<file path="config.mk">
export PLATFORM = sky130hd
export DESIGN_NAME = obi_rr_arbiter
export DESIGN_NICKNAME = d
export VERILOG_FILES = /design/src/rtl/obi_arb_pkg.sv /design/src/rtl/obi_arb_route_fifo.sv /design/src/rtl/obi_rr_arbiter.sv
export SDC_FILE = /design/constraint.sdc
export NUM_CORES = 1
export LEC_CHECK = 0
export ABC_AREA = 1
export ABC_CLOCK_PERIOD_IN_PS = 3500
export CAP_MARGIN = 20
export CORE_AREA = 5 5 107 109
export DETAILED_ROUTE_END_ITERATION = 7
export DIE_AREA = 0 0 112 114
export PLACE_DENSITY = 0.86
export SLEW_MARGIN = 20
export SYNTH_ARGS = -nofsm -noshare
export SYNTH_HDL_FRONTEND = slang
export SYNTH_SLANG_ARGS = --single-unit
</file>
<file path="constraint.sdc">
create_clock -name clk_obi_i -period 3.5 [get_ports clk_obi_i]
set_input_delay 0.7 -clock clk_obi_i [delete_from_list [all_inputs] [get_ports clk_obi_i]]
set_output_delay 0.7 -clock clk_obi_i [all_outputs]
set_load 0.02 [all_outputs]
</file>
<file path="src/rtl/obi_arb_pkg.sv">
// rtl/obi_arb_pkg.sv - shared types and helpers for the OBI round-robin arbiter
// Purpose: request-info struct, initiator index type, FSM state and the
//          round-robin pointer advance used by the arbiter and its routing FIFO.
package obi_arb_pkg;

    // Index type is sized for the largest supported initiator count (8),
    // so the routing FIFO can be reused unchanged for any NUM_REQ in 2..8.
    localparam int unsigned ARB_MAX_REQ = 8;
    localparam int unsigned ARB_IDXW    = $clog2(ARB_MAX_REQ);

    localparam int unsigned ARB_ADDRW = 32;
    localparam int unsigned ARB_DATAW = 32;
    localparam int unsigned ARB_STRBW = ARB_DATAW / 8;

    typedef logic [ARB_IDXW-1:0] idx_t;

    typedef struct packed {
        logic [ARB_ADDRW-1:0] addr;
        logic                 we;
        logic [ARB_DATAW-1:0] wdata;
        logic [ARB_STRBW-1:0] be;
    } obi_req_info_t;

    // ST_HOLD keeps the address phase of the selected initiator stable
    // until the downstream port grants it.
    typedef enum logic {
        ST_ARB  = 1'b0,
        ST_HOLD = 1'b1
    } arb_state_t;

    function automatic idx_t rr_next(input idx_t cur, input int unsigned num_req);
        if ((32'(cur) + 32'd1) >= num_req) begin
            return '0;
        end
        return cur + idx_t'(1);
    endfunction

endpackage

</file>
<file path="src/rtl/obi_arb_route_fifo.sv">
// rtl/obi_arb_route_fifo.sv - in-order FIFO of initiator indices for response routing
// Purpose: remembers which initiator owns each outstanding transaction.
// Ports:   clk_i, rst_i (sync, active-high), push_i/push_idx_i write side,
//          pop_i/head_o read side, count_o occupancy, full_o, empty_o.
module obi_arb_route_fifo
    import obi_arb_pkg::*;
#(
    parameter int unsigned DEPTH = 4
) (
    input  logic                       clk_i,
    input  logic                       rst_i,
    input  logic                       push_i,
    input  idx_t                       push_idx_i,
    input  logic                       pop_i,
    output idx_t                       head_o,
    output logic [$clog2(DEPTH+1)-1:0] count_o,
    output logic                       full_o,
    output logic                       empty_o
);

    localparam int unsigned PTRW = (DEPTH > 1) ? $clog2(DEPTH) : 1;
    localparam int unsigned CNTW = $clog2(DEPTH + 1);

    idx_t            r_mem [DEPTH];
    logic [PTRW-1:0] r_wr_ptr;
    logic [PTRW-1:0] r_rd_ptr;
    logic [CNTW-1:0] r_count;

    logic w_full;
    logic w_empty;
    logic w_do_push;
    logic w_do_pop;

    assign w_full    = (r_count == CNTW'(DEPTH));
    assign w_empty   = (r_count == '0);
    assign w_do_push = push_i & ~w_full;
    assign w_do_pop  = pop_i & ~w_empty;

    assign head_o  = r_mem[r_rd_ptr];
    assign count_o = r_count;
    assign full_o  = w_full;
    assign empty_o = w_empty;

    always_ff @(posedge clk_i) begin
        if (w_do_push) begin
            r_mem[r_wr_ptr] <= push_idx_i;
        end
    end

    // Explicit wrap keeps non-power-of-two depths correct.
    always_ff @(posedge clk_i) begin
        if (rst_i) begin
            r_wr_ptr <= '0;
            r_rd_ptr <= '0;
            r_count  <= '0;
        end else begin
            if (w_do_push) begin
                r_wr_ptr <= (r_wr_ptr == PTRW'(DEPTH - 1)) ? '0 : r_wr_ptr + PTRW'(1);
            end
            if (w_do_pop) begin
                r_rd_ptr <= (r_rd_ptr == PTRW'(DEPTH - 1)) ? '0 : r_rd_ptr + PTRW'(1);
            end
            case ({w_do_push, w_do_pop})
                2'b10:   r_count <= r_count + CNTW'(1);
                2'b01:   r_count <= r_count - CNTW'(1);
                default: r_count <= r_count;
            endcase
        end
    end

endmodule

</file>
<file path="src/rtl/obi_rr_arbiter.sv">
// rtl/obi_rr_arbiter.sv - round-robin arbiter sharing one OBI target among NUM_REQ initiators
// Purpose: selects one initiator per cycle, holds its address phase until
//          granted, and steers each response back through an in-order FIFO.
// Ports:   clk_obi_i/rst_i; s_* upstream initiator ports (per-initiator vectors,
//          s_rdata_o broadcast); m_* downstream target port; outstanding_o
//          FIFO occupancy; err_o sticky response-with-nothing-outstanding flag.
module obi_rr_arbiter
    import obi_arb_pkg::*;
#(
    parameter int unsigned NUM_REQ         = 2,
    parameter int unsigned OBI_ADDRW       = ARB_ADDRW,
    parameter int unsigned OBI_DATAW       = ARB_DATAW,
    parameter int unsigned OBI_STRBW       = OBI_DATAW / 8,
    parameter int unsigned MAX_OUTSTANDING = 4
) (
    input  logic                                 clk_obi_i,
    input  logic                                 rst_i,
    input  logic [NUM_REQ-1:0]                   s_req_i,
    input  logic [NUM_REQ-1:0][OBI_ADDRW-1:0]    s_addr_i,
    input  logic [NUM_REQ-1:0]                   s_we_i,
    input  logic [NUM_REQ-1:0][OBI_DATAW-1:0]    s_wdata_i,
    input  logic [NUM_REQ-1:0][OBI_STRBW-1:0]    s_be_i,
    output logic [NUM_REQ-1:0]                   s_gnt_o,
    output logic [NUM_REQ-1:0]                   s_rvalid_o,
    output logic [OBI_DATAW-1:0]                 s_rdata_o,
    output logic                                 m_req_o,
    output logic [OBI_ADDRW-1:0]                 m_addr_o,
    output logic                                 m_we_o,
    output logic [OBI_DATAW-1:0]                 m_wdata_o,
    output logic [OBI_STRBW-1:0]                 m_be_o,
    input  logic                                 m_gnt_i,
    input  logic                                 m_rvalid_i,
    input  logic [OBI_DATAW-1:0]                 m_rdata_i,
    output logic [$clog2(MAX_OUTSTANDING+1)-1:0] outstanding_o,
    output logic                                 err_o
);

    localparam int unsigned CNTW = $clog2(MAX_OUTSTANDING + 1);

    arb_state_t    r_state;
    idx_t          r_rr_ptr;
    idx_t          r_lock_idx;
    logic          r_err;

    idx_t          w_sel;
    logic          w_found;
    obi_req_info_t w_info;
    logic          w_mreq;
    logic          w_hs;
    logic          w_pop;
    idx_t          w_head;
    logic          w_full;
    logic          w_empty;
    logic [CNTW-1:0] w_count;

    // Two passes: indices at/above the pointer first, then the wrap-around
    // part below it. With nothing requesting, sel rests on the pointer.
    always_comb begin
        w_sel   = r_rr_ptr;
        w_found = 1'b0;
        if (r_state == ST_HOLD) begin
            w_sel = r_lock_idx;
        end else begin
            for (int i = 0; i < NUM_REQ; i++) begin
                if (!w_found && s_req_i[i] && (idx_t'(i) >= r_rr_ptr)) begin
                    w_found = 1'b1;
                    w_sel   = idx_t'(i);
                end
            end
            for (int i = 0; i < NUM_REQ; i++) begin
                if (!w_found && s_req_i[i] && (idx_t'(i) < r_rr_ptr)) begin
                    w_found = 1'b1;
                    w_sel   = idx_t'(i);
                end
            end
        end
    end

    always_comb begin
        w_info = '0;
        for (int i = 0; i < NUM_REQ; i++) begin
            if (idx_t'(i) == w_sel) begin
                w_info.addr  = s_addr_i[i];
                w_info.we    = s_we_i[i];
                w_info.wdata = s_wdata_i[i];
                w_info.be    = s_be_i[i];
            end
        end
    end

    // Full is taken from the registered count only: a pop in the same cycle
    // does not reopen issue until the next cycle.
    assign w_mreq = ~rst_i & ((|s_req_i) | (r_state == ST_HOLD)) & ~w_full;
    assign w_hs   = w_mreq & m_gnt_i;
    assign w_pop  = ~rst_i & m_rvalid_i & ~w_empty;

    always_comb begin
        s_gnt_o    = '0;
        s_rvalid_o = '0;
        for (int i = 0; i < NUM_REQ; i++) begin
            s_gnt_o[i]    = w_hs  && (idx_t'(i) == w_sel);
            s_rvalid_o[i] = w_pop && (idx_t'(i) == w_head);
        end
    end

    assign m_req_o       = w_mreq;
    assign m_addr_o      = w_info.addr;
    assign m_we_o        = w_info.we;
    assign m_wdata_o     = w_info.wdata;
    assign m_be_o        = w_info.be;
    assign s_rdata_o     = m_rdata_i;
    assign outstanding_o = w_count;
    assign err_o         = r_err;

    always_ff @(posedge clk_obi_i) begin
        if (rst_i) begin
            r_state    <= ST_ARB;
            r_rr_ptr   <= '0;
            r_lock_idx <= '0;
            r_err      <= 1'b0;
        end else begin
            case (r_state)
                ST_ARB: begin
                    if (w_hs) begin
                        r_rr_ptr <= rr_next(w_sel, NUM_REQ);
                    end else if (w_mreq) begin
                        r_state    <= ST_HOLD;
                        r_lock_idx <= w_sel;
                    end
                end
                ST_HOLD: begin
                    if (w_hs) begin
                        r_rr_ptr <= rr_next(w_sel, NUM_REQ);
                        r_state  <= ST_ARB;
                    end
                end
                default: r_state <= ST_ARB;
            endcase
            if (m_rvalid_i && w_empty) begin
                r_err <= 1'b1;
            end
        end
    end

    obi_arb_route_fifo #(
        .DEPTH (MAX_OUTSTANDING)
    ) u_route_fifo (
        .clk_i      (clk_obi_i),
        .rst_i      (rst_i),
        .push_i     (w_hs),
        .push_idx_i (w_sel),
        .pop_i      (w_pop),
        .head_o     (w_head),
        .count_o    (w_count),
        .full_o     (w_full),
        .empty_o    (w_empty)
    );

endmodule
</file>
==> qor.csv <==
metric,value,unit
status,"complete, no violations",
async_flop_share,0,%
antenna_found_initial,0,
synthMuxAreaShare,0,%
synth_top_area_share,27.5,%
wl,12100,um
cp-end-kind,output port,
routedWlPerCell,15.8,um
relSlewSlack,81.2,%
synth_edf_count,12,
synth-xor-area-share,0,%
startpoint_type,primary input,
irDropWorstVdd,136,uV
synth.avg_cell_area,6.40,um2
dpl_worst_slack,-0.376,ns
rsz0062_at_grt,no,
viasPerCell,4.76,
crit_buf_inv,6,
grt_overflow_total,0,
finalWorstSetupSlack,0.349,ns
cts_buffers,5,
max_freq,317,MHz
cts_tree,yes,
num_rows,38,
fin_util,46.8,%
area_growth,80.2,%
yosysWarningCount,0,
crit_arrival,2.45,ns
pwr-share-comb,60.4,%
tightest_slew,0.281,ns
clockRootBuffer,clkbuf_8,
dpl_cell_area,4960,um2
period_minus_slack,3.15,ns
ant_nets,0,
synth.largest_area_cell,nand3_1,
p_leak,2.34,nW
hold_class,flip-flop to flip-flop,
die-area,12800,um2
drc,0,
initial_core_util,26.0,%
first_global_vias,3658,
h-tree-depth,2,
cts.sinks,29,
drive_gt1_share,19.5,%
die_x,112,um
critPathMostFrequentCell,nand2_1,
synthCells,427,
clk-insertion-delay-late,0.27,ns
synth-main-ff-cell,dfxtp_1,
coreArea,10500,um2
critical-path-top-delay-family,buffers and inverters,
ios,286,
crit_path_max_fanout,10,
synthAdderAreaFrac,4.86,%
critPathKind,primary input to output port,
setup_viol,0,
slew_viol_final,0,
synth_top_family_by_area,simple AND/OR/NAND/NOR gates,
diodes,0,
grt_max_degree,40,
syn_nets,613,
p_clk_share,16.1,%
slowest_stage,clkdlybuf4s15_2,
critical_path.max_stage_delay,0.28,ns
finalHoldViolCount,0,
netSwitchingFraction,40.5,%
drtIter0Drc,197,
ys_types,28,
synth-simple-area-share,46.4,%
power.total,1.61,mW
port_buffers,221,
cp.required,2.80,ns
period_share,90.0,%
synth_area_leaders,"nand3_1 27%, edfxtp_1 13%, dfxtp_1 12%",
finClkSkew,0.00333,ns
pwr-share-seq,23.5,%
syn_area,2730,um2
vias,3641,
seq_area_frac_synth,25.7,%
p_int,0.959,mW
yosysMostFrequentCell,nand3_1,
synth_seq_cells,29,
gp_congestion,0.895,
clock_path_buffers,2,
gr-usage-all-layers,17.2,%
clkTransAtPathRegs,0.06,ns
nets,810,
yosys-top-cells-count,"150 x nand3_1, 88 x nand2_1, 32 x buf_4",
path_cells,dlymetal6s2s_1 > inv_2 > or2_1 > nand2_1 > nand2_1 > nand2_2 > ha_1 > inv_2 > nor2_8 > buf_12 > buf_12 > nand3_1 > nand2_1 > clkdlybuf4s15_2,
holdWs,0.449,ns
synth_compound_area_share,4.26,%
p_sw,0.653,mW
dp_hpwl,9440,um
grt_pass1_wl,17900,um
die_y,114,um
drt_first_pass_iters,4,
cap_viol_max_count,0,
p_per_area,328,nW/um2
stdcell_area,4920,um2
metal layers:
| metal | wire [um] | share of wire (%) | vias up | global-route usage (%) |
|---|---|---|---|---|
| met3 | 1180 | 9.8 | 54 | 5.25 |
| met2 | 5810 | 48 | 177 | 30.1 |
| met5 | 0 | 0 | - | 0 |
| met4 | 593 | 4.9 | 0 | 9.54 |
| met1 | 4480 | 37 | 1613 | 18.7 |
| li1 | - | - | 1797 | - |
tightest hold or removal path: cells and delay by family (launching register included):
kind	cells	cell delay [ns]
compound gates	1	0.05
flops	1	0.31
buf+inv	1	0.05
power by group through the flow:
stage	logic, mW	registers [mW]	clock network [mW]
floorplan	0.526	0.388	0
global placement	1.02	0.384	0
detailed placement	1.03	0.385	0
CTS	0.977	0.378	0.264
global route	1.05	0.381	0.279
finish	0.974	0.378	0.259
logic make-up after synthesis:
family                   Yosys count
AND/OR/NAND/NOR                  274
buffers and inverters             92
flip-flops                        29
AO/OA/AOI/OAI                     22
adder cells (fa/ha/maj)           10
stage by stage:
step,cells,TNS (ns)
4_1_cts,764,0
2_1_floorplan,427,0
6_report,765,0
3_5_place_dp,748,-23.12
3_3_place_gp,748,-21.71
5_1_grt,765,0
path summary, 6_finish.rpt:
path	from	to	slack, ns	cells past startpoint
worst max register to register	flip-flop	u_route_fifo.count_o[2]	1.35	11
worst min register to register	err_o	err_o	0.45	2
worst min-delay path	err_o	err_o	0.45	2
worst max-delay path	s_req_i[0]	m_wdata_o[14]	0.35	14
area by class of cell:
type	instances	area [um2]
clock buffers	8	80.1
fillers	1046	5590
inverters	29	109
multi-input cells	306	1540
flip-flops and latches	29	701
well taps	140	175
repair buffers	253	2320
timing repair:
item	CTS	global route
endpoints found under the setup margin	71	69
hold buffers	0	0
buffers inserted	6	1
gates cloned	2	0
gates resized for setup	286	12
pin swaps	0	2
cells in the final DEF, fill, tap and decap left out, drive strengths merged, types with 8 or more instances in the layout:
cell type,count
a21oi,11
buf,99
clkbuf,8
clkdlybuf4s50,148
dfxtp,17
edfxtp,12
ha,9
inv,29
nand2,89
nand3,151
nor2,24
o21ai,9
No activity file was read; power rests on OpenSTA's default activity.
